<file path="src/rtl/pipeline_hazard_ctrl.sv">
// pipeline_hazard_ctrl: prioritised stall/flush sequencer for the five-stage pipeline
module pipeline_hazard_ctrl #(
  parameter int MUL_CYCLES = 4,
  parameter int DIV_CYCLES = 32,
  parameter int CNT_WIDTH  = 6
) (
  input  logic       clk,
  input  logic       rst,
  input  logic [4:0] id_rs,
  input  logic [4:0] id_rt,
  input  logic       id_rs_used,
  input  logic       id_rt_used,
  input  logic       ex_mem_read,
  input  logic [4:0] ex_rd,
  input  logic       ex_mdu_start,
  input  logic       ex_mdu_is_div,
  input  logic       ex_redirect,
  input  logic       mem_exception,
  input  logic       imem_ready,
  input  logic       dmem_ready,
  output logic       pc_stall,
  output logic       f2d_stall,
  output logic       f2d_flush,
  output logic       d2e_stall,
  output logic       d2e_flush,
  output logic       e2m_stall,
  output logic       e2m_flush,
  output logic       global_flush,
  output logic       mdu_busy,
  output logic [1:0] state
);
  localparam logic [1:0] RUN = 2'd0, MDU_WAIT = 2'd1, EXC_FLUSH = 2'd2;
  logic [1:0] st, st_nxt;
  logic [CNT_WIDTH-1:0] cnt, cnt_nxt;
  logic redirect_pend, rp_nxt;
  logic exc, dwait, mdu_start, mdu_stall, redir, load_use, act;
  logic d, m, r, l, i;
  assign act       = ~rst;
  assign exc       = mem_exception | (st == EXC_FLUSH);
  assign dwait     = ~dmem_ready;
  assign mdu_start = (st == RUN) & ex_mdu_start;
  assign mdu_stall = mdu_start | ((st == MDU_WAIT) & (cnt != '0));
  assign redir     = ex_redirect | redirect_pend;
  assign load_use  = ex_mem_read & (ex_rd != 5'd0) &
                     ((id_rs_used & (id_rs == ex_rd)) | (id_rt_used & (id_rt == ex_rd)));
  assign d = act & ~exc & dwait;
  assign m = act & ~exc & ~dwait & mdu_stall;
  assign r = act & ~exc & ~dwait & ~mdu_stall & redir;
  assign l = act & ~exc & ~dwait & ~mdu_stall & ~redir & load_use;
  assign i = act & ~exc & ~dwait & ~mdu_stall & ~redir & ~load_use & ~imem_ready;
  assign pc_stall     = d | m | l | i;
  assign f2d_stall    = d | m | l;
  assign d2e_stall    = d | m;
  assign e2m_stall    = d;
  assign f2d_flush    = r | i;
  assign d2e_flush    = r | l;
  assign e2m_flush    = m;
  assign global_flush = act & exc;
  assign mdu_busy     = act & (st == MDU_WAIT);
  assign state        = act ? st : RUN;
  always_comb begin
    st_nxt  = mem_exception ? EXC_FLUSH :
              (st == EXC_FLUSH) ? RUN :
              (st == RUN) ? (ex_mdu_start ? MDU_WAIT : RUN) :
              ((cnt == '0) ? RUN : MDU_WAIT);
    cnt_nxt = mem_exception ? '0 :
              mdu_start ? (ex_mdu_is_div ? CNT_WIDTH'(DIV_CYCLES - 1) : CNT_WIDTH'(MUL_CYCLES - 1)) :
              ((st == MDU_WAIT) & (cnt != '0)) ? cnt - CNT_WIDTH'(1) : cnt;
    rp_nxt  = ~exc & redir & (dwait | mdu_stall);
  end
  always_ff @(posedge clk or posedge rst)
    if (rst) begin
      st            <= RUN;
      cnt           <= '0;
      redirect_pend <= 1'b0;
    end else begin
      st            <= st_nxt;
      cnt           <= cnt_nxt;
      redirect_pend <= rp_nxt;
    end
endmodule

</file>
<file path="config.mk">
export PLATFORM = sky130hd
export DESIGN_NAME = pipeline_hazard_ctrl
export DESIGN_NICKNAME = d
export VERILOG_FILES = /design/src/rtl/pipeline_hazard_ctrl.sv
export SDC_FILE = /design/constraint.sdc
export NUM_CORES = 1
export LEC_CHECK = 0
export CAP_MARGIN = 20
export CORE_MARGIN = 2
export CORE_UTILIZATION = 44
export CTS_BUF_LIST = sky130_fd_sc_hd__clkbuf_8
export DETAILED_ROUTE_END_ITERATION = 7
export PLACE_DENSITY_LB_ADDON = 0.25
export SYNTH_ARGS = -nofsm -noshare
export SYNTH_HDL_FRONTEND = slang
export SYNTH_SLANG_ARGS = --single-unit
</file>
<file path="constraint.sdc">
create_clock -name clk -period 3.74 [get_ports clk]
set_input_delay 0.748 -clock clk [delete_from_list [all_inputs] [get_ports clk]]
set_output_delay 0.748 -clock clk [all_outputs]
set_load 0.01 [all_outputs]
</file>
======== Yosys cells after proc, flatten, opt, wreduce, memory -nomap -nowiden ========
Index checks and enable logic that the tools add are counted.
storage, ports and cells
  logic and storage cells ................. 60
  output and inout bits ................... 11
  input port bits ......................... 26
  register bits after elaboration ......... 9
operators by class
  bitwise logic cells ..................... 37
  reduce and logical (&&, ||, !) cells .... 5
  equal/unequal tests ..................... 4
  mux-type cells .......................... 10
  $add $sub $neg .......................... 1
operator list
  operator               number
  $and A1 B1 Y1          20
  $mux W6                3
  $eq A5 B5 Y1           2
  $or A1 B1 Y1           10
  $not A1 Y1             7
  $logic_not A6 Y1       1
  $reduce_bool A6 Y1     1
  $sub A6 B1 Y6 const B  1
  $mux W5                1
  $reduce_bool A5 Y1     1
  $mux W1                4
  $mux W2                2
  $reduce_bool A3 Y1     1
  $eq A2 B1 Y1 const B   1
  $eq A2 B2 Y1 const B   1
  $logic_not A2 Y1       1

======== Depth between registers and ports, before layout ========
  word-level depth ........................ 10
  mapped depth ............................ 7
  mapped depth without buffers ............ 7

======== Least setup slack after synthesis ========
Ideal clock, no wire load.
  kind .................................... input -> output
  start ................................... in ex_rd[1]
  end ..................................... out f2d_flush
  data required time ...................... 2.992 ns
  buffers on the path ..................... 0
  data arrival time ....................... 1.748 ns
  path slack .............................. 1.244 ns
  stages .................................. 4
  cell sequence ........................... or4_1 o21a_1 a21oi_1 o31a_1
between the ends
  cells in the longest elaborated chain, start to end .. 8
  elaborated cells between the ends (all ways) .. 12
  classes of those cells .................. eq/ne (2); bitwise (9); reduce/logical (1)
ends and longest elaborated chain
  element                       line  RTL
  start, declared               14    input logic [4:0] ex_rd,
  $eq A5 B5 Y1                  45    ((id_rs_used & (id_rs == ex_rd)) | (id_rt_used & (id_rt == ex_rd)));
  $and A1 B1 Y1                 45
  $or A1 B1 Y1                  45
  $and A1 B1 Y1 *               44    assign load_use = ex_mem_read & (ex_rd != 5'd0) &
  $not A1 Y1 *                  50    assign i = act & ~exc & ~dwait & ~mdu_stall & ~redir & ~load_use & ~imem_ready;
  $and A1 B1 Y1 * (2 in a row)  50
  $or A1 B1 Y1 *                55    assign f2d_flush = r | i;
  end, declared                 23    output logic f2d_flush,
Mark *: on every way between the ends. The rest lies on a longest branch, timed or not.

======== Final worst setup path ========
Same ends and word-level chain as after synthesis.

==> results.txt <==
The critical path goes through clkdlybuf4s50_1 > or4_1 > o21a_1 > a21oi_1 > o31a_1 > clkdlybuf4s50_1. In this run the power density over the cells is 279 mW/mm². Across all layers, the routed design uses slightly above 800 vias.

The total of cells resized after clock tree synthesis came out at 0. The number of primary I/O pins came out at 37. The overall routed net length came out at 2150 µm. Clock-pin slew was measured on the worst setup and hold paths at 40 ps. After the last flow step, the layout net total stands at 162. In this run, the number of DRC markers left after iteration 0 of detailed routing was 16. The worst setup path is of the in2out kind. The master of the slowest instance on the critical path is or4_1. The mean instance size in the synthesized netlist is between 8 and 9 µm². During synthesis, Yosys emitted a total of 0 warnings.

The number of antenna repair diodes is 0. The transition time at the pin with the least slew margin is 368 ps. The number of placed instances, taps included, is 146. The unique cell type count in the Yosys netlist came out at 34. From bottom edge to top edge, the die measures 45.5 µm. The cell family contributing the most delay on the critical path is buffers and inverters. The worst-case clock buffer depth is 2. The sequential element share of the synthesized area is around 30%.

The initial antenna violation count came out at 0. Setup repair after global routing left no endpoint under its margin. The area of the mapped netlist is 759 µm². The number of nets in the synthesized netlist is 118. The largest stage delay on the critical path came out at 560 ps. The flow ran to the end, and the final reports show no timing, DRC or antenna violations. The final clock period utilization by the worst path came out at a little over nine tenths. The number of optimization iterations in the first detailed-route pass is 4. After detailed routing, the number of vias per cell comes to 5.40. The CTS buffer count is 3.

The normalized max-slew margin is 75.5%. The max-slew violation total from the final report is 0. At the end of routability-driven placement, the weighted congestion stood at 0.737.

In this run, post-CTS hold repair placed 0 buffers. The number of buffers inserted by post-CTS setup repair is 0. The top fanout value on the critical path is 3. The number of synthesized register bits is 9.

The starting utilization of the core area is between 40% and 50%. In this run the standard cell core region covers 0.00167 mm². The number of standard cells in the layout, taps in and fillers out came out at 150. The floorplan has 15 rows. The arrival time of data at the critical path endpoint came out at approximately 2800 ps. The clock latency at the later pin of the worst-skew pair is 240 ps. The completed layout was analyzed and its total power is 337 µW. The required time at the endpoint of the critical path came out at 2990 ps. The via count of the first global-routing pass came out at 754.

The class of the most critical hold timing path is reg2reg. In this run the number of H-tree levels came out at 1. The buffering stage count on the worst path with inverters included is 2. The die covers 0.00207 mm². The worst clock skew came out at 4.47 ps. The worst setup path is launched from an input port.

The count of flip-flops with a built-in enable after synthesis is 0. After global routing the overflow that remains totals 0. The die is about 46 µm wide. The clock tree from TritonCTS is yes.

The per-cell routed wire length came out at 14.3 µm. By instance count, the cell type seen most on the critical path is clkdlybuf4s50_1. The most used flip-flop cell after synthesis is dfrtp_1.

The number of hold violations in the final report came out at 0. The worst setup path is captured at an output pin. The async set-reset flop share out of synthesis came out at 100%. VDD sags by at most 0.000179 V. CTS placed an instance of clkbuf_8 at the clock tree root.

The number of sinks driven by the clock tree is 9. The pin count of the biggest net entering global routing came out at 9. The setup-violating endpoint count in the final report came out at 0. The post-synthesis instance total is 90.

The count of input and output buffers came out at 36. After detailed routing, the number of remaining DRC violations is 0. Summed over all nets, the half-perimeter wirelength after detailed placement is 1750 µm. The wire length of the first global-routing pass is approximately 3300 µm. Timing would allow up to 278 MHz. The ratio of cells with drive above 1 in the final layout is 8.27%. Adding up every negative setup slack in the final design gives 0 ps.

The global-route usage over all layers is 22.5%. The detail route stage leaves a number of antenna-violating nets equal to 0. The leading cell type in the layout, fill and taps excluded is clkdlybuf4s50_1.

The area added between synthesis and finish is 59.1%. In the layout the commonest cells are clkdlybuf4s50_1, xnor2_1, dfrtp_1. The minimum clock period after layout came out at roughly 3600 ps.

The reported leakage power is slightly below 0.0005 µW. Across the run, the number of max-cap violations was 0.
-- flip-flops by register name, summed over array words and instances (netlist names) --
signal / count
cnt: 6
st: 2
redirect_pend: 1
-- metrics by stage --
step	hold slack (ps)	instance area [µm²]	utilization [%]	setup WS, ps
floorplan	457	759	-	1240
global placement	487	1160	69.7	232
detailed placement	491	1160	69.7	170
CTS	497	1210	72.4	160
global route	525	1210	72.4	57.6
finish	496	1210	72.4	149
-- worst paths after layout --
path | slack (ps) | start | cells past startpoint | to
min in group asynchronous | 860 | rst | 2 | redirect_pend
worst max register to register | 2040 | cnt[0] | 8 | cnt[3]
worst min-delay path | 500 | cnt[0] | 1 | cnt[0]
worst min register to register | 500 | cnt[0] | 1 | cnt[0]
max in group asynchronous | 2540 | rst | 3 | cnt[2]
worst max-delay path | 150 | ex_rd[1] | 6 | f2d_flush
-- synthesized netlist by cell type, types with 2 or more instances --
| cell type | number | area share (%) |
|---|---|---|
| nor2_1 | 8 | 4.0 |
| nor3_1 | 3 | 2.0 |
| o21a_1 | 2 | 2.0 |
| nand2_1 | 7 | 3.5 |
| a21boi_0 | 2 | 2.0 |
| nor2b_1 | 2 | 1.6 |
| dfrtp_1 | 9 | 30 |
| ha_1 | 2 | 3.3 |
| inv_1 | 7 | 3.5 |
| a21oi_1 | 4 | 2.6 |
| nand4_1 | 2 | 1.6 |
| nand3_1 | 3 | 2.0 |
| nor3b_1 | 2 | 2.0 |
| xnor2_1 | 12 | 14 |
| o21ai_0 | 6 | 4.0 |
-- final cells by class --
class / instances / area, µm²
fillers: 133 / 462
inverters: 7 / 26.3
clock inverters: 1 / 3.75
flip-flops and latches: 9 / 225
repair buffers: 39 / 383
well taps: 17 / 21.3
multi-input cells: 74 / 508
clock buffers: 3 / 41.3
-- cell families after synthesis --
group	Yosys count	synth area share [%]
compound gates	23	20.8
xor+xnor	12	13.8
fa+ha+maj	2	3.29
buf+inv	7	3.46
flops	9	29.7
simple gates	37	29.0
-- routing by layer --
metal,GRT usage (%),part of all wire (%),up-vias,routed length (µm)
li1,-,-,408,-
met1,27.0,45,377,959
met2,38.6,49,20,1060
met3,3.97,4.2,5,90
met4,10.0,1.6,0,35
met5,0,0,-,0
-- worst register-to-register path: cells and delay by family, from the launching register on --
kind                     cells  cell delay, ps
AO/OA/AOI/OAI                3             590
adder cells (fa/ha/maj)      1             180
buffers and inverters        2             260
flip-flops                   1             370
AND/OR/NAND/NOR              2             190
-- report_power, final --
part | internal (µW) | switching, µW | leakage (µW) | total [µW]
Sequential | 104 | 7.18 | 0.000120 | 111
Combinational | 63.2 | 48.3 | 0.000338 | 111
Clock | 71.8 | 42.4 | 0.0000269 | 114
Note: power is estimated with default switching activity, not from simulation.
